--- src/rtl/ddr_ring_buffer_ctrl.sv ---
// Session controller for the DDR ring buffer: geometry latch, timed soft reset, run/drain control.
// Optional registered fill-level interrupt enabled by defining DDR_RB_CTRL_WATERMARK_EN.
module ddr_ring_buffer_ctrl #(
   parameter int AXI_ADDR_WIDTH  = 32,
   parameter int FILL_WIDTH      = 32,
   parameter int SOFT_RST_CYCLES = 16,
   parameter int DRAIN_TIMEOUT   = 65536
) (
   input  logic                      S_AXI_ACLK,
   input  logic                      S_AXI_ARESETN,
   input  logic                      CFG_START,
   input  logic                      CFG_STOP,
   input  logic [31:0]               CFG_RING_LEN,
   input  logic [AXI_ADDR_WIDTH-1:0] CFG_BASE_ADDR,
   input  logic [AXI_ADDR_WIDTH-1:0] CFG_ADDR_MASK,
   input  logic [FILL_WIDTH-1:0]     CFG_WATERMARK,
   input  logic                      DDR_EOB,
   input  logic                      EMPTY,
   input  logic                      DATA_LOSS,
   input  logic [FILL_WIDTH-1:0]     CORE_FILL,
   output logic [31:0]               RING_BUFFER_LEN,
   output logic [AXI_ADDR_WIDTH-1:0] AXI_BASE_ADDR,
   output logic [AXI_ADDR_WIDTH-1:0] AXI_ADDR_MASK,
   output logic                      SOFT_RSTN,
   output logic                      CLEAR_EOB,
   output logic                      STREAM_EN,
   output logic                      BUSY,
   output logic                      DONE,
   output logic                      ERROR,
   output logic [31:0]               EOB_COUNT,
   output logic                      WATERMARK_IRQ
);

   typedef enum logic [2:0] {
      ST_IDLE  = 3'd0,
      ST_SRST  = 3'd1,
      ST_ARM   = 3'd2,
      ST_RUN   = 3'd3,
      ST_DRAIN = 3'd4,
      ST_DONE  = 3'd5
   } state_t;

   localparam logic [31:0] SRST_LAST  = 32'(SOFT_RST_CYCLES - 1);
   localparam logic [31:0] DRAIN_LAST = 32'(DRAIN_TIMEOUT - 1);

   state_t                    state_q, state_d;
   logic [31:0]               cnt_q, cnt_d;
   logic                      empty_prev_q, empty_prev_d;
   logic [31:0]               ring_len_q, ring_len_d;
   logic [AXI_ADDR_WIDTH-1:0] base_q, base_d;
   logic [AXI_ADDR_WIDTH-1:0] mask_q, mask_d;
   logic                      error_q, error_d;
   logic                      clear_eob_q, clear_eob_d;
   logic [31:0]               eob_cnt_q, eob_cnt_d;
   logic                      soft_rstn_q, stream_en_q, busy_q, done_q;
   logic                      active_s, eob_hit_s;

   // An EOB is only taken when no acknowledge is in flight, so the ack cycle never recounts.
   assign active_s  = (state_q == ST_RUN) || (state_q == ST_DRAIN);
   assign eob_hit_s = DDR_EOB & ~clear_eob_q;

   // Next-state and datapath update.
   always_comb begin
      state_d      = state_q;
      cnt_d        = cnt_q;
      empty_prev_d = empty_prev_q;
      ring_len_d   = ring_len_q;
      base_d       = base_q;
      mask_d       = mask_q;
      error_d      = error_q;
      clear_eob_d  = 1'b0;
      eob_cnt_d    = eob_cnt_q;

      if (active_s) begin
         if (eob_hit_s) begin
            eob_cnt_d   = eob_cnt_q + 32'd1;
            clear_eob_d = 1'b1;
         end else begin
            eob_cnt_d   = eob_cnt_q;
         end
         if (DATA_LOSS) begin
            error_d = 1'b1;
         end else begin
            error_d = error_q;
         end
      end else begin
         clear_eob_d = 1'b0;
      end

      case (state_q)
         ST_IDLE, ST_DONE: begin
            if (CFG_START) begin
               if (CFG_RING_LEN != 32'd0) begin
                  ring_len_d = CFG_RING_LEN;
                  base_d     = CFG_BASE_ADDR;
                  mask_d     = CFG_ADDR_MASK;
                  error_d    = 1'b0;
                  cnt_d      = 32'd0;
                  state_d    = ST_SRST;
               end else begin
                  error_d    = 1'b1;
               end
            end else begin
               state_d = state_q;
            end
         end
         ST_SRST: begin
            if (cnt_q == SRST_LAST) begin
               cnt_d   = 32'd0;
               state_d = ST_ARM;
            end else begin
               cnt_d   = cnt_q + 32'd1;
            end
         end
         ST_ARM: begin
            eob_cnt_d = 32'd0;
            state_d   = ST_RUN;
         end
         ST_RUN: begin
            if (CFG_STOP || DATA_LOSS) begin
               cnt_d        = 32'd0;
               empty_prev_d = 1'b0;
               state_d      = ST_DRAIN;
            end else begin
               state_d      = ST_RUN;
            end
         end
         ST_DRAIN: begin
            // Drain completes on two consecutive EMPTY samples seen inside DRAIN.
            empty_prev_d = EMPTY;
            if (EMPTY && empty_prev_q) begin
               state_d = ST_DONE;
            end else if (cnt_q == DRAIN_LAST) begin
               error_d = 1'b1;
               state_d = ST_DONE;
            end else begin
               cnt_d   = cnt_q + 32'd1;
            end
         end
         default: begin
            state_d = ST_IDLE;
         end
      endcase
   end

   // State and registered outputs, the latter decoded from the next state.
   always_ff @(posedge S_AXI_ACLK or negedge S_AXI_ARESETN) begin
      if (!S_AXI_ARESETN) begin
         state_q      <= ST_IDLE;
         cnt_q        <= 32'd0;
         empty_prev_q <= 1'b0;
         ring_len_q   <= 32'd0;
         base_q       <= '0;
         mask_q       <= '0;
         error_q      <= 1'b0;
         clear_eob_q  <= 1'b0;
         eob_cnt_q    <= 32'd0;
         soft_rstn_q  <= 1'b1;
         stream_en_q  <= 1'b0;
         busy_q       <= 1'b0;
         done_q       <= 1'b0;
      end else begin
         state_q      <= state_d;
         cnt_q        <= cnt_d;
         empty_prev_q <= empty_prev_d;
         ring_len_q   <= ring_len_d;
         base_q       <= base_d;
         mask_q       <= mask_d;
         error_q      <= error_d;
         clear_eob_q  <= clear_eob_d;
         eob_cnt_q    <= eob_cnt_d;
         soft_rstn_q  <= (state_d != ST_SRST);
         stream_en_q  <= (state_d == ST_RUN);
         busy_q       <= (state_d != ST_IDLE) && (state_d != ST_DONE);
         done_q       <= (state_d == ST_DONE);
      end
   end

`ifdef DDR_RB_CTRL_WATERMARK_EN
   logic wm_irq_q;

   // Fill-level interrupt, only meaningful while data is flowing or draining.
   always_ff @(posedge S_AXI_ACLK or negedge S_AXI_ARESETN) begin
      if (!S_AXI_ARESETN) begin
         wm_irq_q <= 1'b0;
      end else begin
         wm_irq_q <= active_s && (CORE_FILL >= CFG_WATERMARK);
      end
   end

   assign WATERMARK_IRQ = wm_irq_q;
`else
   logic unused_fill_s;
   assign unused_fill_s = ^{CORE_FILL, CFG_WATERMARK};
   assign WATERMARK_IRQ = 1'b0;
`endif

   assign RING_BUFFER_LEN = ring_len_q;
   assign AXI_BASE_ADDR   = base_q;
   assign AXI_ADDR_MASK   = mask_q;
   assign SOFT_RSTN       = soft_rstn_q;
   assign CLEAR_EOB       = clear_eob_q;
   assign STREAM_EN       = stream_en_q;
   assign BUSY            = busy_q;
   assign DONE            = done_q;
   assign ERROR           = error_q;
   assign EOB_COUNT       = eob_cnt_q;

endmodule

--- config.mk ---
export PLATFORM = sky130hd
export DESIGN_NAME = ddr_ring_buffer_ctrl
export DESIGN_NICKNAME = d
export VERILOG_FILES = /design/src/rtl/ddr_ring_buffer_ctrl.sv
export SDC_FILE = /design/constraint.sdc
export NUM_CORES = 1
export LEC_CHECK = 0
export ABC_AREA = 0
export BUFFER_PORTS_ARGS = -buffer_cell sky130_fd_sc_hd__buf_2
export CORE_MARGIN = 10
export CORE_UTILIZATION = 28
export DETAILED_ROUTE_END_ITERATION = 8
export PLACE_DENSITY = 0.49
export SLEW_MARGIN = 20
export SYNTH_ARGS = -nofsm -noshare
export SYNTH_HDL_FRONTEND = slang
export SYNTH_SLANG_ARGS = --single-unit
export TNS_END_PERCENT = 20
--- constraint.sdc ---
create_clock -name S_AXI_ACLK -period 4.9 [get_ports S_AXI_ACLK]
set_input_delay 0.49 -clock S_AXI_ACLK [delete_from_list [all_inputs] [get_ports S_AXI_ACLK]]
set_output_delay 0.49 -clock S_AXI_ACLK [all_outputs]
set_load 0.02 [all_outputs]
**Word-level counts from Yosys, hierarchy flattened**

Cells that the tools add are included.

- Register bits after elaboration: 170
- Latch bits: 0
- Memory bits (writable): 0
- Bits in read-only memories: 0
- Bits of input ports: 167
- Output and inout bits: 135
- Logic and storage cells: 77
- Memories: 0

- Add/sub/neg operators: 2
- Multipliers: 0
- Div/mod/pow operators: 0
- Magnitude comparators: 0
- Eq/ne operators: 16
- Shifts and indexed selects: 0
- Muxes and demuxes: 28
- Bitwise gates (word level): 2
- Reductions and logical operators: 16

Operators with widths:

| operator | number |
|---|---|
| $mux 32 | 9 |
| $pmux 32 s4 | 1 |
| $add 32x1->32 const B | 2 |
| $eq 32x16->1 const B | 1 |
| $eq 32x4->1 const B | 1 |
| $reduce_bool 32->1 | 1 |
| $mux 3 | 6 |
| $pmux 3 s5 | 1 |
| $eq 3x2->1 const B | 3 |
| $eq 3x3->1 const B | 3 |
| $mux 1 | 9 |
| $ne 2x2->1 const B | 4 |
| $reduce_and 6->1 | 1 |
| $reduce_bool 2->1 | 3 |
| $pmux 1 s2 | 2 |
| $reduce_and 2->1 | 2 |
| $reduce_bool 4->1 | 1 |
| $eq 3x1->1 const B | 1 |
| $logic_not 3->1 | 1 |
| $ne 3x1->1 const B | 1 |
| $ne 3x3->1 const B | 1 |
| $reduce_and 3->1 | 1 |
| $reduce_bool 3->1 | 1 |
| $logic_and 1x1->1 | 2 |
| other kinds (5) | 6 |

**Depth between registers and ports, before layout**

- Word-level depth: 6
- Mapped depth: 9
- Mapped depth without buffers: 7

**Worst setup path before layout**

No wires, ideal clock.

- Path type: in2reg
- Start point: input port CFG_RING_LEN[16]
- End point: register base_q[19], in the netlist AXI_BASE_ADDR[19]
- Library setup time: 0.125 ns
- Arrival: 2.294 ns
- Required time: 4.775 ns
- Setup slack: 2.481 ns
- Stages on the path: 6
- Buffers on the path: 2
- Cells stage by stage: nor4_1 -> nand4_1 -> o21ai_1 -> buf_2 -> buf_1 -> mux2_2

- Cells in the longest elaborated chain, start to end: 2

RTL lines:

| element | RTL line | text |
|---|---|---|
| start: declaration | 13 | `input logic [31:0] CFG_RING_LEN,` |
| $reduce_bool 32->1 | 93 | `if (CFG_RING_LEN != 32'd0) begin` |
| $reduce_and 3->1 (no source line) | -- |  |
| end signal: assignment | 167 | `base_q <= base_d;` |
| end: declaration | 50 | `logic [AXI_ADDR_WIDTH-1:0] base_q, base_d;` |

No other way between the ends.
A chain may end at the register's enable or synchronous reset.

**Worst setup path in the final report**

- Start point: register cnt_q[28]
- End point: register cnt_q[23]

- Cells in the longest elaborated chain, start to end: 3
- Elaborated cells on any way between the ends: 6
- Classes of those cells: 3 x eq/ne; 2 x mux; 1 x reduce/logical

RTL lines:

| element | RTL line | text |
|---|---|---|
| start: declaration | 47 | `logic [31:0] cnt_q, cnt_d;` |
| start signal: assignment | 164 | `cnt_q <= cnt_d;` |
| $eq 32x16->1 / $eq 32x4->1 (equally long branches) | 133, 108 |  |
| $ne 2x2->1 (no source line) / $mux 32 (equally long branches) | -- |  |
| $reduce_and 6->1 (no source line) / $pmux 32 s4 (equally long branches) | -- |  |

Several ways; a longest one is shown, not always the timed one.

==> results.py <==
metrics = {
    "worst_setup_path": {
        "crit_slowest_cell": "a21oi_1",
        "worstPathArrival_ns": 3.43,
        "r2r_setup_slack_ns": 1.77,
        "criticalPathCategory": "reg2reg",
        "worst-path-buf-inv": 0,
        "rr_startpoint": "cnt_q[28]",
        "rr_worst_depth": 6,
        "max_stage_delay_ns": 0.75,
        "cp.depth": 6,
        "worstPathCellList": "nor4_1 > nand4_1 > or4_1 > a21oi_1 > o21ai_0 > o2bb2ai_1",
        "crit_path_start_kind": "register",
        "critical_path_peak_fanout": 8,
        "r2r-end": "cnt_q[23]",
        "crit_required_ns": 5.20,
        "crit_path_end_kind": "register",
        "crit_family": "simple AND/OR/NAND/NOR gates",
    },
    "cts": {
        "clk_pin_slew_ns": 0.08,
        "cts_hold_buf": 0,
        "cts-resized-gates": 0,
        "clk_latency_ns": 0.43,
        "postCtsSetupBuffers": 0,
        "cts_buffers": 17,
        "clkSinkCount": 170,
        "root_buffer": "clkbuf_16",
        "cts_max_path_buffers": 2,
        "cts_tree": "done",
        "htree_levels": 4,
    },
    "floorplanning": {
        "die_area_um2": 34400,
        "ios": 302,
        "initial_utilization": 0.285,
        "die_y_um": 186,
        "core_area_um2": 27000,
        "fp.dieW_um": 186,
        "num_rows": 60,
    },
    "synth": {
        "yosys.area.top_type": "dfrtp_1",
        "syn_avg_cell_area_um2": 11.6,
        "ys_seq_area_frac": 0.554,
        "synth_area_um2": 7680,
        "synth_top_area_share": 0.551,
        "synthTopCellsByArea": "dfrtp_1, mux2_2, a21oi_1, nand2_1, nor2_1",
        "synth_edf_count": 0,
        "synth_top_family_by_area": "simple AND/OR/NAND/NOR gates",
        "synth_fa_ha_area_frac": 0.00326,
        "async_flop_share": 1.00,
        "synthesis.nets": 829,
        "synth_compound_area_frac": 0.0939,
        "synth_mux_area_frac": 0.142,
        "synthXorXnorAreaFrac": 0.0297,
        "postSynthCellCount": 660,
        "synth-simple-area-share": 0.155,
        "synth_ff_type": "dfrtp_1",
        "yosys.cell_types.count": 64,
        "synth_seq_cells": 170,
        "yosysWarnings": 0,
    },
    "cells_and_area": {
        "seqCellArea_um2": 4260,
        "syn_to_final_growth_pct": 28.7,
        "final_area_um2": 9880,
        "layoutNonFillerInstCount": 1254,
        "fillers": 2748,
        "n_antenna_cell": 0,
        "multiInputGateArea_um2": 3270,
        "drive_gt1_frac": 0.427,
        "layout.nets": 1069,
    },
    "global_route": {
        "grt_pass1_wl_mm": 36.5,
        "grt_pass1_vias": 6509,
        "overflow": 0,
        "grt_max_degree": 103,
        "grt_usage": 0.134,
        "grt_antenna_before_repair": 3,
    },
    "routing": {
        "wl_met1_mm": 9.68,
        "viasPerCell": 4.87,
        "met2_length_mm": 10.5,
        "drtAntennaViolNets": 0,
        "wire_per_inst_um": 18.2,
        "firstDrtPassIters": 4,
        "wl_met3_mm": 2.41,
        "drtIter0Drc": 218,
        "wirelength_mm": 22.8,
        "drcViolationCount": 0,
        "dr_total_vias": 6101,
        "top_layer": "met5",
    },
    "sta": {
        "tns_ns": 0,
        "post-route-period-util": 0.640,
        "relSlewSlack": 0.348,
        "worst_slew_pin_slew_ns": 0.969,
        "finClkSkew_ns": 0.0155,
        "rsz0062_at_grt": "false",
        "min_period_ns": 3.13,
        "finalSetupViolations": 0,
        "finalMaxSlewViolations": 0,
        "finalHoldViolations": 0,
        "whs_ns": 0.286,
        "max_freq_mhz": 319,
    },
    "place": {
        "place_hpwl_mm": 16.7,
        "portBuffers": 236,
        "dp_cells": 1220,
        "dpl_cell_area_um2": 9250,
        "routabilityCongestion": 0.732,
    },
    "power": {
        "leakagePower_uw": 0.00447,
        "sw_frac_of_total": 0.394,
        "switching_power_uw": 2290,
        "clkPwrFrac": 0.242,
        "max-vdd-ir-drop_mv": 0.289,
        "p_seq_frac": 0.380,
        "internal_power_uw": 3520,
        "p_comb_frac": 0.378,
        "power.density_nw_per_um2": 588,
    },
    "hold_path": {
        "whs_path_depth": 2,
        "whs_endpoint": "AXI_ADDR_MASK[6]",
        "min_from": "CFG_ADDR_MASK[6]",
        "hold_path.class": "in2reg",
    },
    "flow_run": {
        "drv_cap": 0,
    },
    "outcome": {
        "status": "completed",
    },
}
[synth_stat cells, types with 2 or more instances]
cell       number
and2_1          3
nor2b_1         7
and3_2          2
nand3_1        24
or3_1          17
o31ai_1        10
a21oi_1        38
o31a_1          2
or4_1           9
dfrtp_1       169
buf_4           2
and3_1          6
o21ai_1         3
a2bb2oi_1       4
nor2_1         40
or3_2           3
mux2_2         96
nand2b_1        8
xor2_1         11
o2bb2ai_1       3
a21o_1          3
nor4_1         21
buf_2           7
xnor2_1        15
nor3_1         11
inv_1           9
o41ai_1         3
nand2_1        40
a311oi_1        2
clkbuf_1       13
nand4_1        14
a2111o_1        4
or3b_1          2
a211oi_1        3
ha_1            2
and4_1          3
o21ai_0        24
[per-layer routing]
layer / track usage / vias to the layer above
li1: - / 2898
met1: 0.161 / 2989
met2: 0.210 / 192
met3: 0.0708 / 16
met4: 0.0248 / 6
met5: 0 / -
[registers in the layout, summed over array words and instances, names as in the netlist]
register	count
SOFT_RSTN	1
CLEAR_EOB	1
EOB_COUNT	32
RING_BUFFER_LEN	32
AXI_BASE_ADDR	32
STREAM_EN	1
cnt_q	32
BUSY	1
state_q	3
AXI_ADDR_MASK	32
ERROR	1
DONE	1
empty_prev_q	1
[cell families after synthesis]
| kind of cell | after synthesis |
|---|---|
| other | 1 |
| DFF | 170 |
| muxes | 97 |
| xor gates and xnor gates | 26 |
| and+or+nand+nor | 219 |
| AOI/OAI and AO/OA | 111 |
| buffers and inverters | 34 |
| adders and majority gates | 2 |
[worst max-delay path by stage]
| stage | start | end | slack [ns] |
|---|---|---|---|
| floorplan | CFG_RING_LEN[16] | AXI_BASE_ADDR[19] | 2.48 |
| global placement | CFG_RING_LEN[24] | cnt_q[14] | 1.69 |
| detailed placement | CFG_RING_LEN[24] | cnt_q[12] | 1.71 |
| CTS | cnt_q[28] | cnt_q[23] | 1.85 |
| global route | cnt_q[28] | cnt_q[23] | 1.57 |
| finish | cnt_q[28] | cnt_q[23] | 1.77 |
[metrics by stage]
step / setup slack [ns] / util / power, µW
floorplan: 2.48 / - / 3630
global placement: 1.69 / 0.343 / 4450
detailed placement: 1.71 / 0.343 / 4480
CTS: 1.85 / 0.365 / 5920
global route: 1.57 / 0.367 / 6220
finish: 1.77 / 0.367 / 5820
[cell usage in the layout (no fill, tap or decap), types with 4 or more instances in the layout]
| cell | Yosys | routed |
|---|---|---|
| a2bb2oi_1 | 4 | 4 |
| o21ai_0 | 24 | 24 |
| buf_4 | 2 | 7 |
| a21oi_1 | 38 | 38 |
| nor2_1 | 40 | 39 |
| inv_6 | 0 | 5 |
| o31ai_1 | 10 | 10 |
| xor2_1 | 11 | 11 |
| inv_1 | 9 | 9 |
| dfrtp_1 | 169 | 169 |
| xnor2_1 | 15 | 15 |
| or3_1 | 17 | 17 |
| nor3_1 | 11 | 11 |
| buf_2 | 7 | 235 |
| and3_1 | 6 | 6 |
| nand2b_1 | 8 | 8 |
| nand4_1 | 14 | 14 |
| nand2_1 | 40 | 40 |
| nand3_1 | 24 | 24 |
| inv_8 | 0 | 5 |
| clkbuf_16 | 0 | 17 |
| nor2b_1 | 7 | 7 |
| mux2_2 | 96 | 96 |
| a2111o_1 | 4 | 4 |
| nor4_1 | 21 | 21 |
| or4_1 | 9 | 9 |
[power groups by stage]
stage	clock, µW	sequential [µW]	combinational [µW]
2_1_floorplan	0	2790	832
3_3_place_gp	0	2210	2240
3_5_place_dp	0	2230	2250
4_1_cts	1460	2220	2250
5_1_grt	1520	2290	2400
6_report	1410	2210	2200
[final cells by class]
type	count	area share
Sequential cell	170	0.431
Multi-Input combinational cell	456	0.331
Timing Repair Buffer	246	0.131
Tap cell	341	0.0432
Clock buffer	17	0.0430
Clock inverter	15	0.0171
Inverter	9	0.00342
(Power assumes the default switching activity.)
